[src/rtl/dcache_port_arbiter_pkg.sv]
// Shared IDs and SRAM-like size codes for the dcache port arbiter.
package dcache_port_arbiter_pkg;
    localparam logic MID_M0 = 1'b0;
    localparam logic MID_M1 = 1'b1;

    typedef enum logic [1:0] {
        SIZE_BYTE = 2'd0,
        SIZE_HALF = 2'd1,
        SIZE_WORD = 2'd2
    } size_e;
endpackage

[src/rtl/dcache_port_arbiter_id_fifo.sv]
// In-order owner-ID FIFO: one bit per accepted, unanswered request.
module dcache_port_arbiter_id_fifo #(
    parameter int DEPTH = 4,
    localparam int AW = $clog2(DEPTH)
) (
    input  logic        clk,
    input  logic        rst,
    input  logic        push,
    input  logic        push_id,
    input  logic        pop,
    output logic        head_id,
    output logic        full,
    output logic        empty,
    output logic [AW:0] count
);
    logic [DEPTH-1:0] mem;
    logic [AW-1:0]    wr_ptr;
    logic [AW-1:0]    rd_ptr;
    logic             do_push;
    logic             do_pop;

    assign full    = (count == DEPTH[AW:0]);
    assign empty   = (count == '0);
    assign do_push = push && !full;
    assign do_pop  = pop && !empty;
    assign head_id = mem[rd_ptr];

    always_ff @(posedge clk or posedge rst) begin
        if (rst) begin
            mem    <= '0;
            wr_ptr <= '0;
            rd_ptr <= '0;
            count  <= '0;
        end else begin
            if (do_push) begin
                mem[wr_ptr] <= push_id;
                wr_ptr      <= wr_ptr + 1'b1;
            end
            if (do_pop) begin
                rd_ptr <= rd_ptr + 1'b1;
            end
            count <= count + {{AW{1'b0}}, do_push} - {{AW{1'b0}}, do_pop};
        end
    end
endmodule

[src/rtl/dcache_port_arbiter.sv]
// Two-master arbiter for the SRAM-like dcache port; an ID FIFO
// routes each data_ok back to the master that issued the request.
module dcache_port_arbiter
    import dcache_port_arbiter_pkg::*;
#(
    parameter int DEPTH      = 4,
    parameter int FIXED_PRIO = 0
) (
    input  logic                     clk,
    input  logic                     rst,
    input  logic                     m0_req,
    input  logic                     m0_wr,
    input  logic [1:0]               m0_size,
    input  logic [31:0]              m0_addr,
    input  logic [31:0]              m0_wdata,
    input  logic [3:0]               m0_wstrb,
    output logic                     m0_addr_ok,
    output logic                     m0_data_ok,
    output logic [31:0]              m0_rdata,
    input  logic                     m1_req,
    input  logic                     m1_wr,
    input  logic [1:0]               m1_size,
    input  logic [31:0]              m1_addr,
    input  logic [31:0]              m1_wdata,
    input  logic [3:0]               m1_wstrb,
    output logic                     m1_addr_ok,
    output logic                     m1_data_ok,
    output logic [31:0]              m1_rdata,
    output logic                     s_req,
    output logic                     s_wr,
    output logic [1:0]               s_size,
    output logic [31:0]              s_addr,
    output logic [31:0]              s_wdata,
    output logic [3:0]               s_wstrb,
    input  logic [31:0]              s_rdata,
    input  logic                     s_addr_ok,
    input  logic                     s_data_ok,
    output logic [$clog2(DEPTH):0]   outstanding,
    output logic                     err_unexp_data_ok
);
    logic grant;
    logic grant_req;
    logic lock_q;
    logic lock_id_q;
    logic rr_last_q;
    logic accept;
    logic pop;
    logic head_id;
    logic full;
    logic empty;

    always_comb begin
        grant = MID_M0;
        priority case (1'b1)
            lock_q:            grant = lock_id_q;
            (m0_req && m1_req): grant = (FIXED_PRIO != 0) ? MID_M0 : ~rr_last_q;
            m1_req:            grant = MID_M1;
            default:           grant = MID_M0;
        endcase
    end

    assign grant_req = (grant == MID_M1) ? m1_req : m0_req;
    assign s_req     = grant_req && !full;
    assign s_wr      = (grant == MID_M1) ? m1_wr    : m0_wr;
    assign s_size    = (grant == MID_M1) ? m1_size  : m0_size;
    assign s_addr    = (grant == MID_M1) ? m1_addr  : m0_addr;
    assign s_wdata   = (grant == MID_M1) ? m1_wdata : m0_wdata;
    assign s_wstrb   = (grant == MID_M1) ? m1_wstrb : m0_wstrb;

    assign accept     = s_req && s_addr_ok;
    assign m0_addr_ok = accept && (grant == MID_M0);
    assign m1_addr_ok = accept && (grant == MID_M1);

    // Only answers for entries already queued; the head is read pre-push.
    assign pop        = s_data_ok && !empty;
    assign m0_data_ok = pop && (head_id == MID_M0);
    assign m1_data_ok = pop && (head_id == MID_M1);
    assign m0_rdata   = s_rdata;
    assign m1_rdata   = s_rdata;

    always_ff @(posedge clk or posedge rst) begin
        if (rst) begin
            lock_q            <= 1'b0;
            lock_id_q         <= MID_M0;
            rr_last_q         <= MID_M1;
            err_unexp_data_ok <= 1'b0;
        end else begin
            if (accept) begin
                lock_q    <= 1'b0;
                rr_last_q <= grant;
            end else if (s_req) begin
                lock_q    <= 1'b1;
                lock_id_q <= grant;
            end
            if (s_data_ok && empty) begin
                err_unexp_data_ok <= 1'b1;
            end
        end
    end

    dcache_port_arbiter_id_fifo #(
        .DEPTH(DEPTH)
    ) u_id_fifo (
        .clk    (clk),
        .rst    (rst),
        .push   (accept),
        .push_id(grant),
        .pop    (pop),
        .head_id(head_id),
        .full   (full),
        .empty  (empty),
        .count  (outstanding)
    );
endmodule

[config.mk]
export PLATFORM = sky130hd
export DESIGN_NAME = dcache_port_arbiter
export DESIGN_NICKNAME = d
export VERILOG_FILES = /design/src/rtl/dcache_port_arbiter_pkg.sv /design/src/rtl/dcache_port_arbiter_id_fifo.sv /design/src/rtl/dcache_port_arbiter.sv
export SDC_FILE = /design/constraint.sdc
export NUM_CORES = 1
export LEC_CHECK = 0
export CORE_AREA = 2 2 126 128
export CTS_BUF_LIST = sky130_fd_sc_hd__clkbuf_16
export DETAILED_ROUTE_END_ITERATION = 10
export DIE_AREA = 0 0 128 130
export PLACE_DENSITY = 0.51
export SLEW_MARGIN = 20
export SYNTH_ARGS = -nofsm -noshare
export SYNTH_HDL_FRONTEND = slang
export SYNTH_SLANG_ARGS = --single-unit
[constraint.sdc]
create_clock -name clk -period 4.04 [get_ports clk]
set_input_delay 0.808 -clock clk [delete_from_list [all_inputs] [get_ports clk]]
set_output_delay 0.808 -clock clk [all_outputs]
set_load 0.03 [all_outputs]
; Yosys cells after proc, flatten, opt, wreduce, memory -nomap -nowiden
; Cells that the tools add are included.
; W data, S select, Z words.
[op_classes]
n_reduce_logical = 17
eq_ne = 1
muxes = 16
bitwise_logic = 4
n_addsub = 4
n_lt_le_gt_ge = 3
[ops]
columns = cell, count
row1 = $mux W32, 2
row2 = $logic_and A1 B1 Y1, 12
row3 = $mux W1, 9
row4 = $lt A2 B3 Y1 const B, 2
row5 = $add A2 B1 Y2 const B, 2
row6 = $bwmux W4, 1
row7 = $mux W4, 1
row8 = $not A1 Y1, 4
row9 = $add A3 B1 Y3, 1
row10 = $eq A3 B3 Y1 const B, 1
row11 = $logic_not A3 Y1, 1
row12 = $sub A3 B1 Y3, 1
row13 = $bmux W1 S2, 1
row14 = $demux W1 S2, 1
row15 = $ge A2 B1 Y1 const B, 1
row16 = $logic_not A1 Y1, 2
row17 = $mux W2, 1
row18 = $reduce_and A2 Y1, 1
row19 = $reduce_bool A2 Y1, 1
[word_totals]
output_inout_bits = 144
input_bits = 180
reg_bits = 15
wordCells = 53

; Depth between registers and ports, before layout
[depth]
ltp_word = 9
ltp_mapped = 10
depth_no_buf = 10

; Modules after synthesis
; A second synthesis with hierarchy kept.
[unflattened]
cells_unflattened = 214
hier_area_um2 = 2229.6
[by_module_without_submodules]
columns = mod, cells_each, seq_area_each_um2, instances, area_each_um2
row1 = dcache_port_arbiter, 167, 101.3, 1, 1632.8
row2 = dcache_port_arbiter_id_fifo, 47, 275.3, 1, 596.8

; Worst setup path after synthesis
; OpenSTA, ideal clock, no wires.
[synth_timing]
kind = input to output
startpoint = in m1_req
endpoint = out m0_addr_ok
path_buffers = 1
arrival_time_ns = 1.977
cell_stages = 4
required_ns = 3.232
slack_ns = 1.255
cell_sequence = and3b_1 -> buf_1 -> a2111o_1 -> nor2_1
[synth_via]
elab_chain_cells = 7
elab_cells_between_ends = 9
classes_between = mux: 4 / bitwise: 1 / reduce/logical: 4
[synth_lines]
columns = element, line
row1 = "start, declared", dcache_port_arbiter.sv:20  ; input logic m1_req,
row2 = $mux W1 or $logic_and A1 B1 Y1 (tied branches), "dcache_port_arbiter.sv:54, dcache_port_arbiter.sv:56"
row3 = $mux W1 (2 in a row), dcache_port_arbiter.sv:54  ; priority case (1'b1)
row4 = $mux W1, dcache_port_arbiter.sv:62  ; assign grant_req = (grant == MID_M1) ? m1_req : m0_req;
row5 = $logic_and A1 B1 Y1, dcache_port_arbiter.sv:63  ; assign s_req = grant_req && !full;
row6 = $logic_and A1 B1 Y1, dcache_port_arbiter.sv:70  ; assign accept = s_req && s_addr_ok;
row7 = $logic_and A1 B1 Y1 (*), dcache_port_arbiter.sv:71  ; assign m0_addr_ok = accept && (grant == MID_M0);
row8 = "end, declared", dcache_port_arbiter.sv:17  ; output logic m0_addr_ok,
; Mark *: on every way between the ends. The rest lies on a longest branch, timed or not.

; Final worst setup path
[layout_timing]
startpoint = in m1_req
endpoint = out s_addr[15]
[layout_via]
elab_chain_cells = 4
elab_cells_between_ends = 5
classes_between = mux: 4 / reduce/logical: 1
[layout_lines]
columns = element, line
row1 = $mux W1 or $logic_and A1 B1 Y1 (tied branches), "dcache_port_arbiter.sv:54, dcache_port_arbiter.sv:56"
row2 = $mux W1 (*) (2 in a row), dcache_port_arbiter.sv:54
row3 = $mux W32 (*), dcache_port_arbiter.sv:66  ; assign s_addr = (grant == MID_M1) ? m1_addr : m0_addr;
row4 = "end, declared", dcache_port_arbiter.sv:32  ; output logic [31:0] s_addr,
; Marks and branches as above.

==> run summary <==
Critical path
• Worst path depth: 6
• count of buffering cells on the critical path with inverters included: 3
• most repeated library cell on the critical path: clkdlybuf4s50_1
• Critical Path Source Type: input pin
• maximum single-stage delay on the critical path: 0.62 ns
• Top delay family on crit path: buffers and inverters
• Worst Setup End Kind: primary output
• data arrival at the endpoint of the critical path: 2.94 ns
• top fanout value on the critical path: 52
• required time at the endpoint of the critical path: 3.23 ns
• Crit Path Class: in -> out
• Critical Path, Cell by Cell: clkdlybuf4s50_1 -> nor2b_1 -> a22oi_2 -> buf_12 -> mux2_2 -> clkdlybuf4s50_1
• slowest stage cell on the critical path: clkdlybuf4s50_1
• logic depth of the worst register-to-register path: 8

Logic synthesis
• count of flip-flops with a built-in enable after synthesis: 0
• Syn Inst Count: 216
• library cells used by synthesis: 28
• number of nets in the synthesized netlist: 403
• register bit total from synthesis: 15
• Post-Synthesis Cell Area: 2160 um2
• fraction of the yosys area taken by sequential cells: 17.4%
• mean area per synthesized cell: 10.0 um2
• predominant post-synthesis flop cell: dfrtp_1
• synthesis warning total: 0
• proportion of register bits with asynchronous set or reset after synthesis: 100%

Floorplan
• Die Wd: 128 um
• I/O Pins: 324
• area of the die: 16600 um2
• total number of placement rows: 46
• Chip Height: 130 um
• starting density of the core: 14.0%
• floorplan core area: 15400 um2

Placed design
• cell area after placement: 4130 um2
• number of buffers added on ports: 227
• HPWL reported at the end of detailed placement: 9.55 mm
• global placer's final weighted congestion: 0.710

CTS
• setup bufs post-CTS: 0
• buffer levels on the longest clock path: 2
• number of buffers created by CTS: 3
• cell at the root of the clock tree: clkbuf_16
• number of buffers inserted by hold repair at cts: 0
• clock tree from TritonCTS: yes
• depth of the CTS H-tree: 1
• clock slew seen by the registers of the worst setup and hold paths: 0.05 ns
• latest clock arrival within the worst-skew pair: 0.24 ns
• Post-CTS Resized: 0
• total clock sinks: 15

Timing
• total setup violations reported at the end of the flow: 0
• Slew Limit Headroom: 47.9%
• setup tns final: 0 ns
• Slew Viols, Final: 0
• WHS: 0.457 ns
• setup repair after global routing missed its margin: no
• clock period minus worst slack: 3.74 ns
• endpoints failing hold: 0
• Fmax achieved: 267 MHz
• share of the cycle needed by the critical path after routing: 92.7%
• Post-Route Skew: 0.00215 ns
• measured slew at the worst slew-check pin: 0.780 ns

Finish
• leading cell types in the layout, fill and taps excluded: clkdlybuf4s50_1, mux2_2, buf_4, dfrtp_1, inv_1
• n_diodes: 0
• count of nets after finishing: 567
• layout overhead on the synthesized area: 94.9%
• final core utilization: 27.3%
• area occupied by multi-input gates: 1220 um2
• combined flip-flop and latch cell area: 377 um2
• Filler cells: 1618
• share of layout cells above drive strength 1: 30.1%
• final standard cell area without fillers: 4210 um2
• most common library cell in the layout ignoring fill and taps: clkdlybuf4s50_1

Detailed routing
• total number of vias: 2124
• number of violations reported at the end of detailed-routing iteration 0: 29
• wire length per cell: 18.7 um
• detailed-routing iteration count for the pre-antenna-repair pass: 4
• per-cell via count in the routed design: 3.72
• DRT antenna net count: 0
• drc violations: 0
• aggregate routed wire length: 10.7 mm

Pwr
• leakage power: 1.66 nW
• pwr dens: 628 nW/um2
• Switching Power: 1.26 mW
• sequential fraction of design power: 11.5%
• maximum resistive drop on vdd: 367 uV
• internal power consumption: 1.38 mW
• switching power share of the total: 47.9%
• proportion of power drawn by combinational gates: 81.3%
• clock share of power: 7.1%

Worst hold path
• depth of the worst hold-timing path: 1
• worst min path class: reg -> reg

Job
• # Max-Cap Violations: 0

Global routing
• Total Routing Usage GR: 11.3%
• Overflow after GRT: 0
• antenna violations before repair: 0
• pin count of the biggest net entering global routing: 53
• vias in the first global route: 2180
• first-pass GRT wire length: 13.7 mm

Run status
• status: completed

## stage by stage
stage          instances  setup WS [ns]  power [mW]
6_report             571          0.297        2.64
3_3_place_gp         567          0.271        2.47
4_1_cts              571          0.257        2.69
3_5_place_dp         567          0.269        2.48
2_1_floorplan        216           1.25        1.72
5_1_grt              571          0.191        2.80
## synth_stat cells, types with 3 or more instances
master	count	area [um2]
ha_1	6	75.1
nor2_1	3	11.3
xnor2_1	4	35.0
a2111oi_0	5	43.8
mux2_2	78	878
inv_1	11	41.3
buf_4	64	480
buf_2	7	35.0
dfrtp_1	14	350
nand2_1	6	22.5
## final timing paths
kind                            slack [ns]                 end          startpoint
worst min register to register        0.46   err_unexp_data_ok   err_unexp_data_ok
worst min-delay path                  0.46   err_unexp_data_ok   err_unexp_data_ok
worst max register to register        1.65  u_id_fifo.count[1]  u_id_fifo.count[1]
worst max-delay path                  0.30          s_addr[15]              m1_req
min in group asynchronous             0.92           lock_id_q                 rst
max in group asynchronous             2.74  u_id_fifo.count[2]                 rst
## registers in the layout (all words and copies together), names as in the netlist
signal and cells:
err_unexp_data_ok 1, lock_id_q 1, lock_q 1, rr_last_q 1, u_id_fifo.count 3, u_id_fifo.mem 4
u_id_fifo.rd_ptr 2, u_id_fifo.wr_ptr 2
## power by group through the flow
stage	logic (mW)	registers (mW)	clock network, mW
after floorplan	1.40	0.329	0
after global placement	2.16	0.303	0
after detailed placement	2.18	0.306	0
after CTS	2.19	0.305	0.192
after global routing	2.28	0.316	0.199
final	2.15	0.305	0.188
## worst reg2reg max path: cells and delay by family (launching register included)
kind                       cells  cell delay (ns)
and+or+nand+nor                1             0.67
adders and majority gates      2             0.59
DFF                            1             0.45
buffers and inverters          4             0.35
AOI/OAI and AO/OA              1             0.27
## kinds of logic (layout without fill, tap and decap cells)
logic type      Yosys count  in the layout  share of synthesized area [%]
mux                      80             80                           42.2
fa+ha+maj                 7              7                           4.40
flops                    15             15                           17.4
xor+xnor                  5              5                           2.03
simple gates             15             15                           3.42
compound gates           11             11                           4.58
buf+inv                  83            246                           26.0
## per-layer routing
| layer | GRT usage (%) | wire length, um | part of all wire, % | vias up |
|---|---|---|---|---|
| met3 | 4.51 | 1140 | 11 | 20 |
| met1 | 14.8 | 4410 | 41 | 956 |
| li1 | - | - | - | 1012 |
| met5 | 0 | 0 | 0 | - |
| met2 | 17.3 | 4880 | 46 | 136 |
| met4 | 2.71 | 229 | 2.1 | 0 |
## layout make-up
class	count	area share (%)
multi-input cells	118	29.0
repair buffers	231	53.4
clock inverters	1	0.0892
clock buffers	3	1.78
well taps	192	5.71
inverters	11	0.981
flip-flops and latches	15	8.95
Note: power is estimated with default switching activity, not from simulation.
